--- src/rtl/async_fifo_pkg.sv ---
// Shared defaults for the async_fifo block: default word width and depth,
// plus the helper deriving the pointer address width from the depth.
package async_fifo_pkg;

  localparam int unsigned WIDTH_DEF = 8;
  localparam int unsigned DEPTH_DEF = 16;

  // Address bits needed to index a DEPTH-word array (DEPTH is a power of two).
  function automatic int unsigned calc_ptr_width(input int unsigned depth);
    return $clog2(depth);
  endfunction

endpackage

--- src/rtl/async_fifo_mem.sv ---
// Storage array for async_fifo: one synchronous write port and one
// registered read port. Only the read register is reset; the array is not.
module async_fifo_mem
  import async_fifo_pkg::*;
#(
  parameter int unsigned WIDTH = WIDTH_DEF,
  parameter int unsigned DEPTH = DEPTH_DEF,
  parameter int unsigned AW    = calc_ptr_width(DEPTH)
) (
  input  logic             clk,
  input  logic             rst,
  input  logic             we,
  input  logic [AW-1:0]    waddr,
  input  logic [WIDTH-1:0] wdata,
  input  logic             re,
  input  logic [AW-1:0]    raddr,
  output logic [WIDTH-1:0] rdata
);

  logic [WIDTH-1:0] mem [DEPTH];

  // Write port: store the word at the write address when enabled.
  always_ff @(posedge clk) begin
    if (we) begin
      mem[waddr] <= wdata;
    end
  end

  // Read port: capture the addressed word on an accepted read, else hold.
  always_ff @(posedge clk) begin
    if (rst) begin
      rdata <= '0;
    end else if (re) begin
      rdata <= mem[raddr];
    end
  end

endmodule

--- src/rtl/async_fifo.sv ---
// Single-clock FIFO of DEPTH words of WIDTH bits with full/empty flags.
// Pointers carry an extra wrap bit to distinguish full from empty.
// Optional macro ASYNC_FIFO_ERR_EN enables the registered wr_err/rd_err
// pulses; without it both outputs are tied low and rejected requests are
// dropped silently.
module async_fifo
  import async_fifo_pkg::*;
#(
  parameter int unsigned WIDTH     = WIDTH_DEF,
  parameter int unsigned DEPTH     = DEPTH_DEF,
  parameter int unsigned PTR_WIDTH = calc_ptr_width(DEPTH)
) (
  input  logic             clk,
  input  logic             rst,
  input  logic             wr_en,
  input  logic [WIDTH-1:0] wdata,
  input  logic             rd_en,
  output logic [WIDTH-1:0] rdata,
  output logic             full,
  output logic             empty,
  output logic             wr_err,
  output logic             rd_err
);

  localparam logic [PTR_WIDTH:0] PTR_ONE = {{PTR_WIDTH{1'b0}}, 1'b1};

  logic [PTR_WIDTH:0] wr_ptr;
  logic [PTR_WIDTH:0] rd_ptr;
  logic               wr_ok;
  logic               rd_ok;

  // Status flags straight from the pointer registers.
  always_comb begin
    empty = (wr_ptr == rd_ptr);
    full  = (wr_ptr[PTR_WIDTH] != rd_ptr[PTR_WIDTH]) &&
            (wr_ptr[PTR_WIDTH-1:0] == rd_ptr[PTR_WIDTH-1:0]);
  end

  // Each side is qualified against the flags as they stand before the edge.
  always_comb begin
    wr_ok = wr_en && !full;
    rd_ok = rd_en && !empty;
  end

  // Pointer registers: advance on accepted requests, wrap bit included.
  always_ff @(posedge clk) begin
    if (rst) begin
      wr_ptr <= '0;
      rd_ptr <= '0;
    end else begin
      if (wr_ok) begin
        wr_ptr <= wr_ptr + PTR_ONE;
      end
      if (rd_ok) begin
        rd_ptr <= rd_ptr + PTR_ONE;
      end
    end
  end

  async_fifo_mem #(
    .WIDTH (WIDTH),
    .DEPTH (DEPTH),
    .AW    (PTR_WIDTH)
  ) u_mem (
    .clk   (clk),
    .rst   (rst),
    .we    (wr_ok),
    .waddr (wr_ptr[PTR_WIDTH-1:0]),
    .wdata (wdata),
    .re    (rd_ok),
    .raddr (rd_ptr[PTR_WIDTH-1:0]),
    .rdata (rdata)
  );

`ifdef ASYNC_FIFO_ERR_EN
  // Error pulses: high for the single cycle after a rejected request.
  always_ff @(posedge clk) begin
    if (rst) begin
      wr_err <= 1'b0;
      rd_err <= 1'b0;
    end else begin
      wr_err <= wr_en && full;
      rd_err <= rd_en && empty;
    end
  end
`else
  // Error reporting disabled: outputs held low.
  always_comb begin
    wr_err = 1'b0;
    rd_err = 1'b0;
  end
`endif

endmodule

--- config.mk ---
export PLATFORM = sky130hd
export DESIGN_NAME = async_fifo
export DESIGN_NICKNAME = d
export VERILOG_FILES = /design/src/rtl/async_fifo_pkg.sv /design/src/rtl/async_fifo_mem.sv /design/src/rtl/async_fifo.sv
export SDC_FILE = /design/constraint.sdc
export NUM_CORES = 1
export LEC_CHECK = 0
export BUFFER_PORTS_ARGS = -buffer_cell sky130_fd_sc_hd__buf_2
export CAP_MARGIN = 20
export CORE_UTILIZATION = 40
export DETAILED_ROUTE_END_ITERATION = 16
export GPL_TIMING_DRIVEN = 0
export PLACE_DENSITY = 0.64
export SYNTH_ARGS = -nofsm -noshare
export SYNTH_HDL_FRONTEND = slang
export SYNTH_HIERARCHICAL = 1
export SYNTH_SLANG_ARGS = --single-unit
--- constraint.sdc ---
create_clock -name clk -period 7.42 [get_ports clk]
set_clock_uncertainty 0.05 [all_clocks]
set_input_delay 0.742 -clock clk [delete_from_list [all_inputs] [get_ports clk]]
set_output_delay 0.742 -clock clk [all_outputs]
set_load 0.005 [all_outputs]
Word level (Yosys, flattened, before mapping)

Memories as Yosys holds them, arrays and structs flattened. A register that Yosys moved wholly into a read port is not among the register bits.
Index checks and enable logic that the tools add are counted.

Input bits: 12
Memories: 1
Bits in writable memories: 128
Logic and storage cells: 15
Output and inout bits: 12
Register bits after elaboration: 10

Add/sub/neg operators: 2
Reductions and logical operators: 5
Mux-type cells: 2
Equal/unequal tests: 3

Memory list:

| name      | words | width | read ports | clocked after memory_dff | write ports | RTL line             | RTL |
|---|---|---|---|---|---|---|---|
| u_mem.mem | 16    | 8     | 1          | 1                        | 1           | async_fifo_mem.sv:20 | `logic [WIDTH-1:0] mem [DEPTH];` |

Operator list:

| cell                                        | number |
|---|---|
| adder 5 x 1 -> 5 bit, second input constant | 2 |
| equality test 5 bit                         | 1 |
| equality test 4 bit                         | 1 |
| logical AND 1 bit                           | 3 |
| logical NOT 1 bit                           | 2 |
| 2-to-1 mux 1 bit                            | 2 |
| inequality test 1 bit                       | 1 |

Logic depth before layout (Yosys ltp)

Gate-level depths: netlist of the first run.

Depth in word-level cells: 6
Gate-level depth with buffers: 8

Cells and area by module

The synthesis of the first run kept the hierarchy.

Modules (own cells, without submodules):

| module         | seq. area each (um2) | times used | cells an instance | area an instance (um2) |
|---|---|---|---|---|
| async_fifo_mem | 4003.8               | 1          | 316               | 5343.9 |
| async_fifo     | 200.2                | 1          | 75                | 661.9 |

Worst setup path before layout of the first run

No wires, ideal clock.

Path kind: flip-flop to flip-flop
Start point: reg wr_ptr[0]
End point: mem u_mem/mem[0][0] in the netlist's numbering, enable pin
Setup time: 0.383 ns
Slack: 4.767 ns
Buffers on the path: 1
Stages on the path, launching flop included: 7
Arrival: 2.219 ns
Cells stage by stage: dfxtp_1 -> xnor2_1 -> and4_4 -> buf_6 -> a21boi_4 -> or3b_2 -> nor3_1

Longest elaborated chain between the ends: 6

RTL lines:

| item                                   | RTL line             | RTL |
|---|---|---|
| start: declaration                     | async_fifo.sv:27     | `logic [PTR_WIDTH:0] wr_ptr;` |
| start signal: assignment               | async_fifo.sv:52     | `wr_ptr <= wr_ptr + PTR_ONE;` |
| equality test 4 bit                    | async_fifo.sv:36     | `(wr_ptr[PTR_WIDTH-1:0] == rd_ptr[PTR_WIDTH-1:0]);` |
| logical AND 1 bit                      | async_fifo.sv:35     | `full = (wr_ptr[PTR_WIDTH] != rd_ptr[PTR_WIDTH]) &&` |
| logical NOT 1 bit                      | async_fifo.sv:41     | `wr_ok = wr_en && !full;` |
| logical AND 1 bit                      | async_fifo.sv:41     |  |
| named net wr_ok                        | async_fifo.sv:29     | `logic wr_ok;` |
| 2-to-1 mux 1 bit                       | async_fifo_mem.sv:24 | `if (we) begin` |
| 2-to-1 mux 1 bit (implied by the code) | async_fifo_mem.sv:25 | `mem[waddr] <= wdata;` |
| end: declaration                       | async_fifo_mem.sv:20 |  |

The timed path passes the listed nets, and every way through them passes these cells.

Worst setup path in the final report of the first run

Start point: reg wr_ptr[0]
End point: mem u_mem/mem[1][3] in the netlist's numbering, enable pin

Same word-level chain as after synthesis.

==> results.py, run 1 <==
metrics = {
    "status": {
        "outcome": "finished clean",
    },
    "grt": {
        "grt_pass1_vias": 3348,
        "antenna_found_initial": 0,
        "grt_usage": 0.168,
        "grt_max_degree": 17,
        "grt_pass1_wl_um": 19100,
        "overflow": 0,
    },
    "sta": {
        "slew_violations": 0,
        "hold_viol": 0,
        "rsz0062_at_grt": "false",
        "tns_ps": 0,
        "slew_headroom": 0.336,
        "period_share": 0.402,
        "worstMarginPinSlew_ps": 993,
        "timing.fmax_mhz": 336,
        "setup_ws_ps": 4440,
        "post-route-min-period_ps": 2980,
        "setup_violations": 0,
    },
    "die": {
        "io_pins": 24,
        "core_sq_um": 14600,
        "die_area_sq_um": 15500,
        "start_util": 0.412,
        "rows": 44,
        "die_y_um": 125,
        "die_x_um": 125,
    },
    "yosys": {
        "yosys_warnings": 6,
        "yosysTopAreaCellShare": 0.640,
        "async_flop_share": 0,
        "synthCells": 391,
        "avgSynthCellArea_sq_um": 15.4,
        "yosys_register_bits": 146,
        "synth_cell_type_count": 39,
        "ys_seq_area_frac": 0.700,
        "synth_edf_count": 128,
        "netlist_area_sq_um": 6010,
        "yosys.area.top_type": "edfxtp_1",
        "synth_ff_type": "edfxtp_1",
        "synth.top_cells.by_area": "edfxtp_1, mux2i_1, dfxtp_1, a22oi_1, nand3_1",
    },
    "pwr": {
        "internal_power_mw": 1.49,
        "power_switching_mw": 0.425,
        "p_leak_nw": 2.27,
        "combinationalPowerShare": 0.082,
        "sequentialPowerShare": 0.487,
        "peakVddDrop_v": 0.000166,
        "switching_share": 0.223,
        "p_clk_frac": 0.431,
        "power.density_nw_per_um2": 275,
    },
    "setup_path": {
        "cp_slowest_cell": "nor2_1",
        "path_class": "reg2reg",
        "worstPathMaxFanout": 12,
        "r2r-start": "wr_ptr[0]$_SDFFE_PP0P_",
        "crit_chain": "xnor2_1 -> and4_4 -> buf_6 -> a21boi_4 -> or3b_2 -> nor2_1",
        "worst_path_largest_cell_delay_ps": 680,
        "setup.worst_path.start_class": "flop",
        "r2r_cells": 6,
        "cp-startpoint": "wr_ptr[0]$_SDFFE_PP0P_",
        "r2r_slack_ps": 4440,
        "critical_path_arrival_ps": 2970,
        "endpoint_kind": "flop",
        "required_ps": 7410,
    },
    "clock_tree": {
        "cts.clk_slew.worst_paths_ps": 60,
        "ctsLongestPathBuffers": 2,
        "cts_root_buf": "clkbuf_16",
        "holdBufCountCts": 0,
        "post_cts_buffers": 0,
        "cts_resized": 0,
        "cts_sinks": 146,
        "cts_tree": "yes",
        "numCtsBuffers": 17,
        "h-tree-depth": 4,
        "worst_skew_pair.late_latency_ps": 420,
    },
    "layout": {
        "final_cell_area_sq_um": 6940,
        "area_growth_syn_to_layout_pct": 15.6,
        "nets": 450,
        "multi_input_area_sq_um": 1610,
        "fill_cells": 1230,
        "antenna_cells": 0,
        "layout-drive-gt1-share": 0.167,
        "regArea_sq_um": 4200,
    },
    "placement": {
        "port_buffers": 21,
        "place_congestion": 0.753,
        "postPlaceCellArea_sq_um": 6370,
        "pre_cts_slack_ps": 4510,
        "dp_hpwl_um": 8160,
    },
    "hold_path": {
        "hold_path_depth": 2,
        "min_path_type": "reg2reg",
        "hp-start": "u_mem/rdata[5]$_SDFFE_PP0P_",
    },
    "routing": {
        "first_pass_iters": 4,
        "drc_errors": 0,
        "routed_via_density": 5.44,
        "vias": 3435,
        "ant_nets": 0,
        "drt-total-wl_um": 12400,
        "wire_per_inst_um": 19.6,
        "dr.first_iter.drc_count": 262,
    },
    "job": {
        "drv_cap": 0,
    },
}
power by group through the flow:
stage	Sequential, mW	Combinational, mW	Clock [mW]
floorplan	0.945	0.0967	0
global placement	0.947	0.153	0
detailed placement	0.948	0.157	0
CTS	0.931	0.157	0.834
global route	0.933	0.172	0.873
finish	0.931	0.156	0.823
cell usage after synthesis, types with 2 or more instances:
library cell	number
nand2b_1	2
a22oi_1	24
nor3_1	4
buf_6	3
xnor2_1	5
mux2_1	5
nand2_1	22
buf_8	3
buf_4	2
mux2i_1	66
buf_2	7
inv_1	6
o21ai_0	2
nand3b_1	3
o311ai_1	2
nor2b_1	7
nor2_1	20
buf_12	2
ha_1	2
nand3_1	26
nand4_1	5
a21oi_1	12
dfxtp_1	18
edfxtp_1	128
flip-flops by register name (all words and copies together), names as in the netlist:
| register | cells |
|---|---|
| u_mem/mem | 128 |
| wr_ptr | 5 |
| u_mem/rdata | 8 |
| rd_ptr | 5 |
stage by stage:
step	power, mW	cells	hold slack [ps]	utilization
5_1_grt	1.98	632	442	0.476
4_1_cts	1.92	632	415	0.476
3_5_place_dp	1.10	601	395	0.436
2_1_floorplan	1.04	392	400	-
6_report	1.91	632	415	0.476
3_3_place_gp	1.10	597	393	0.435
worst paths after layout:
kind                                       to
setup / recovery    u_mem/mem[1][3]$_DFFE_PP_
hold / removal    u_mem/rdata[5]$_SDFFE_PP0P_
setup reg to reg    u_mem/mem[1][3]$_DFFE_PP_
hold reg to reg   u_mem/rdata[5]$_SDFFE_PP0P_
cell type report:
cell class,count,area share
sequential,146,0.606
multi-input combinational,222,0.232
clock buffer,22,0.0669
tap,184,0.0332
buffer,18,0.0249
timing repair buffer,25,0.0184
clock inverter,9,0.0160
inverter,6,0.00324
worst max-delay path, delay by kind of cell, from the launching register on:
family / cells / cell delay [ps]
flip-flops: 1 / 600
XOR/XNOR: 1 / 170
buffers and inverters: 1 / 130
AO/OA/AOI/OAI: 1 / 240
AND/OR/NAND/NOR: 3 / 1420
placed cells by master, fill, tap and decap left out, types with 4 or more instances in the layout:
| master | count |
|---|---|
| edfxtp_1 | 128 |
| mux2i_1 | 66 |
| buf_2 | 31 |
| nand3_1 | 26 |
| a22oi_1 | 24 |
| nand2_1 | 22 |
| nor2_1 | 20 |
| dfxtp_1 | 18 |
| clkbuf_16 | 17 |
| a21oi_1 | 12 |
| nor2b_1 | 7 |
| inv_1 | 6 |
| xnor2_1 | 5 |
| nand4_1 | 5 |
| mux2_1 | 5 |
| clkbuf_1 | 4 |
| nor3_1 | 4 |
cells by family (layout without fill, tap and decap cells):
| logic type | Yosys count | count (layout) | share of synthesized area |
|---|---|---|---|
| simple gates | 95 | 95 | 0.0785 |
| xor+xnor | 6 | 6 | 0.00875 |
| buf+inv | 24 | 80 | 0.0325 |
| other cells | 1 | 2 | 0.000624 |
| flops | 146 | 146 | 0.700 |
| fa+ha+maj | 2 | 2 | 0.00417 |
| mux | 71 | 71 | 0.119 |
| compound gates | 46 | 46 | 0.0560 |
layer usage:
layer | up-vias | share of wire | track usage
li1 | 1599 | - | -
met1 | 1732 | 0.45 | 0.225
met2 | 82 | 0.48 | 0.264
met3 | 22 | 0.051 | 0.0387
met4 | 0 | 0.021 | 0.0716
met5 | - | 0 | 0
Note: power is estimated with default switching activity, not from simulation.
==> run 2: changes to the inputs <==
--- a/config.mk
+++ b/config.mk
@@ -10,7 +10,7 @@
 export CORE_UTILIZATION = 40
 export DETAILED_ROUTE_END_ITERATION = 16
 export GPL_TIMING_DRIVEN = 0
-export PLACE_DENSITY = 0.64
+export PLACE_DENSITY = 0.66
 export SYNTH_ARGS = -nofsm -noshare
 export SYNTH_HDL_FRONTEND = slang
 export SYNTH_HIERARCHICAL = 1
==> constraint.sdc (replaced) <==
create_clock -name clk -period 2.5 [get_ports clk]
set_clock_uncertainty 0.05 [all_clocks]
set_input_delay 0.25 -clock clk [delete_from_list [all_inputs] [get_ports clk]]
set_output_delay 0.25 -clock clk [all_outputs]
set_load 0.005 [all_outputs]
==> results.py, run 2 (synthesized netlist as in run 1, its figures left out) <==
metrics = {
    "status": {
        "outcome": "finished clean",
    },
    "die": {
        "die_area_sq_um": 15500,
        "rows": 44,
        "io_pins": 24,
        "core_sq_um": 14600,
        "die_x_um": 125,
        "start_util": 0.412,
        "die_y_um": 125,
    },
    "grt": {
        "grt_usage": 0.169,
        "grt_pass1_wl_um": 19300,
        "overflow": 0,
        "grt_pass1_vias": 3361,
        "grt_max_degree": 17,
        "antenna_found_initial": 0,
    },
    "routing": {
        "wire_per_inst_um": 19.5,
        "dr.first_iter.drc_count": 202,
        "drc_errors": 0,
        "ant_nets": 0,
        "drt-total-wl_um": 12400,
        "routed_via_density": 5.49,
        "first_pass_iters": 5,
        "vias": 3484,
    },
    "sta": {
        "setup_violations": 0,
        "slew_violations": 0,
        "worstMarginPinSlew_ps": 811,
        "timing.fmax_mhz": 404,
        "hold_viol": 0,
        "rsz0062_at_grt": "true",
        "setup_ws_ps": 22.7,
        "post-route-min-period_ps": 2480,
        "period_share": 0.991,
        "slew_headroom": 0.458,
    },
    "setup_path": {
        "endpoint_kind": "flop",
        "r2r-start": "rd_ptr[2]$_SDFFE_PP0P_",
        "cp-startpoint": "rd_ptr[2]$_SDFFE_PP0P_",
        "setup.worst_path.start_class": "flop",
        "critical_path_arrival_ps": 2550,
        "path_class": "reg2reg",
        "worstPathMaxFanout": 7,
        "required_ps": 2570,
        "r2r_slack_ps": 20,
        "r2r_cells": 7,
    },
    "placement": {
        "dp_hpwl_um": 7940,
        "place_congestion": 0.760,
        "pre_cts_slack_ps": -486,
        "dpl.cell_count": 600,
        "port_buffers": 21,
        "postPlaceCellArea_sq_um": 6370,
    },
    "clock_tree": {
        "ctsLongestPathBuffers": 2,
        "cts_root_buf": "clkbuf_16",
        "worst_skew_pair.late_latency_ps": 420,
        "cts_sinks": 146,
        "cts.clk_slew.worst_paths_ps": 60,
        "numCtsBuffers": 17,
        "holdBufCountCts": 0,
        "h-tree-depth": 4,
        "cts_tree": "yes",
    },
    "hold_path": {
        "hold_path_depth": 3,
        "min_path_type": "in2reg",
        "hp-start": "rd_en",
    },
    "layout": {
        "multi_input_area_sq_um": 1670,
        "antenna_cells": 0,
        "reg.largest.list": "u_mem/mem x128, u_mem/rdata x8",
        "largest_register": "u_mem/mem",
        "largest_register_ff_count": 128,
        "final_cells": 635,
        "fill_cells": 1189,
        "mostFrequentLayoutCells": "edfxtp_1, mux2i_1, buf_2",
        "fin_util": 0.487,
        "nets": 452,
        "final_cell_area_sq_um": 7100,
        "layout-drive-gt1-share": 0.217,
        "area_growth_syn_to_layout_pct": 18.2,
        "final_common_cell": "edfxtp_1",
        "regArea_sq_um": 4220,
    },
    "pwr": {
        "p_leak_nw": 2.32,
        "total_power_mw": 5.82,
        "peakVddDrop_v": 0.000458,
        "power.density_nw_per_um2": 820,
    },
    "job": {
        "drv_cap": 0,
    },
}
## run 2: cell types whose count changed in the layout (fill, tap and decap cells not counted), sizes merged
cell    previous run  this run
clkinv             5         4
bufinv             2         3
buf               42        44
clkbuf            23        19
inv                6        11
## run 2: path summary, 6_finish.rpt
check / to
max: u_mem/mem[4][2]$_DFFE_PP_
max reg2reg: u_mem/mem[4][2]$_DFFE_PP_
min reg2reg: u_mem/rdata[5]$_SDFFE_PP0P_
min: rd_ptr[2]$_SDFFE_PP0P_
## run 2: report_power, final
part | total, mW | switching [mW] | internal [mW] | leakage [nW]
logic | 0.485 | 0.294 | 0.190 | 0.717
clock network | 2.57 | 0.992 | 1.58 | 0.292
registers | 2.77 | 0.0496 | 2.72 | 1.31
total | 5.82 | 1.34 | 4.49 | 2.32
## run 2: area by class of cell
class / instances / share of cell area
plain buffers: 18 / 0.0243
inverters: 6 / 0.00317
clock inverters: 14 / 0.0248
clock buffers: 18 / 0.0604
repair buffers: 27 / 0.0261
well taps: 184 / 0.0324
multi-input cells: 222 / 0.235
flip-flops and latches: 146 / 0.594
## run 2: metal layers
metal  wire (um)  vias to the layer above  track usage  part of all wire
li1            -                     1597            -                 -
met1        5670                     1775        0.227              0.46
met2        5890                       94        0.264              0.48
met3         605                       18       0.0455             0.049
met4         189                        0       0.0567             0.015
met5           0                        -            0                 0
## run 2: per-stage QoR
stage / TNS, ps / hold WS [ps]
after CTS: -133 / 144
after global routing: -2190 / 171
after floorplan: 0 / 299
after global placement: -22660 / 391
after detailed placement: -20490 / 390
final: 0 / 156
## run 2: worst max-delay path, stage by stage (launching register included)
cell and delay, ps:
dfxtp_1 440, xnor2_1 120, and4_4 200, buf_6 140
a21boi_4 240, nand3b_1 230, nor3_1 450, buf_2 300
## run 2: repair_timing
action | in CTS | in global routing
endpoints found under the setup margin | 110 | 98
gates resized for setup | 14 | 10
pin swaps | 2 | 0
setup buffers | 3 | 0
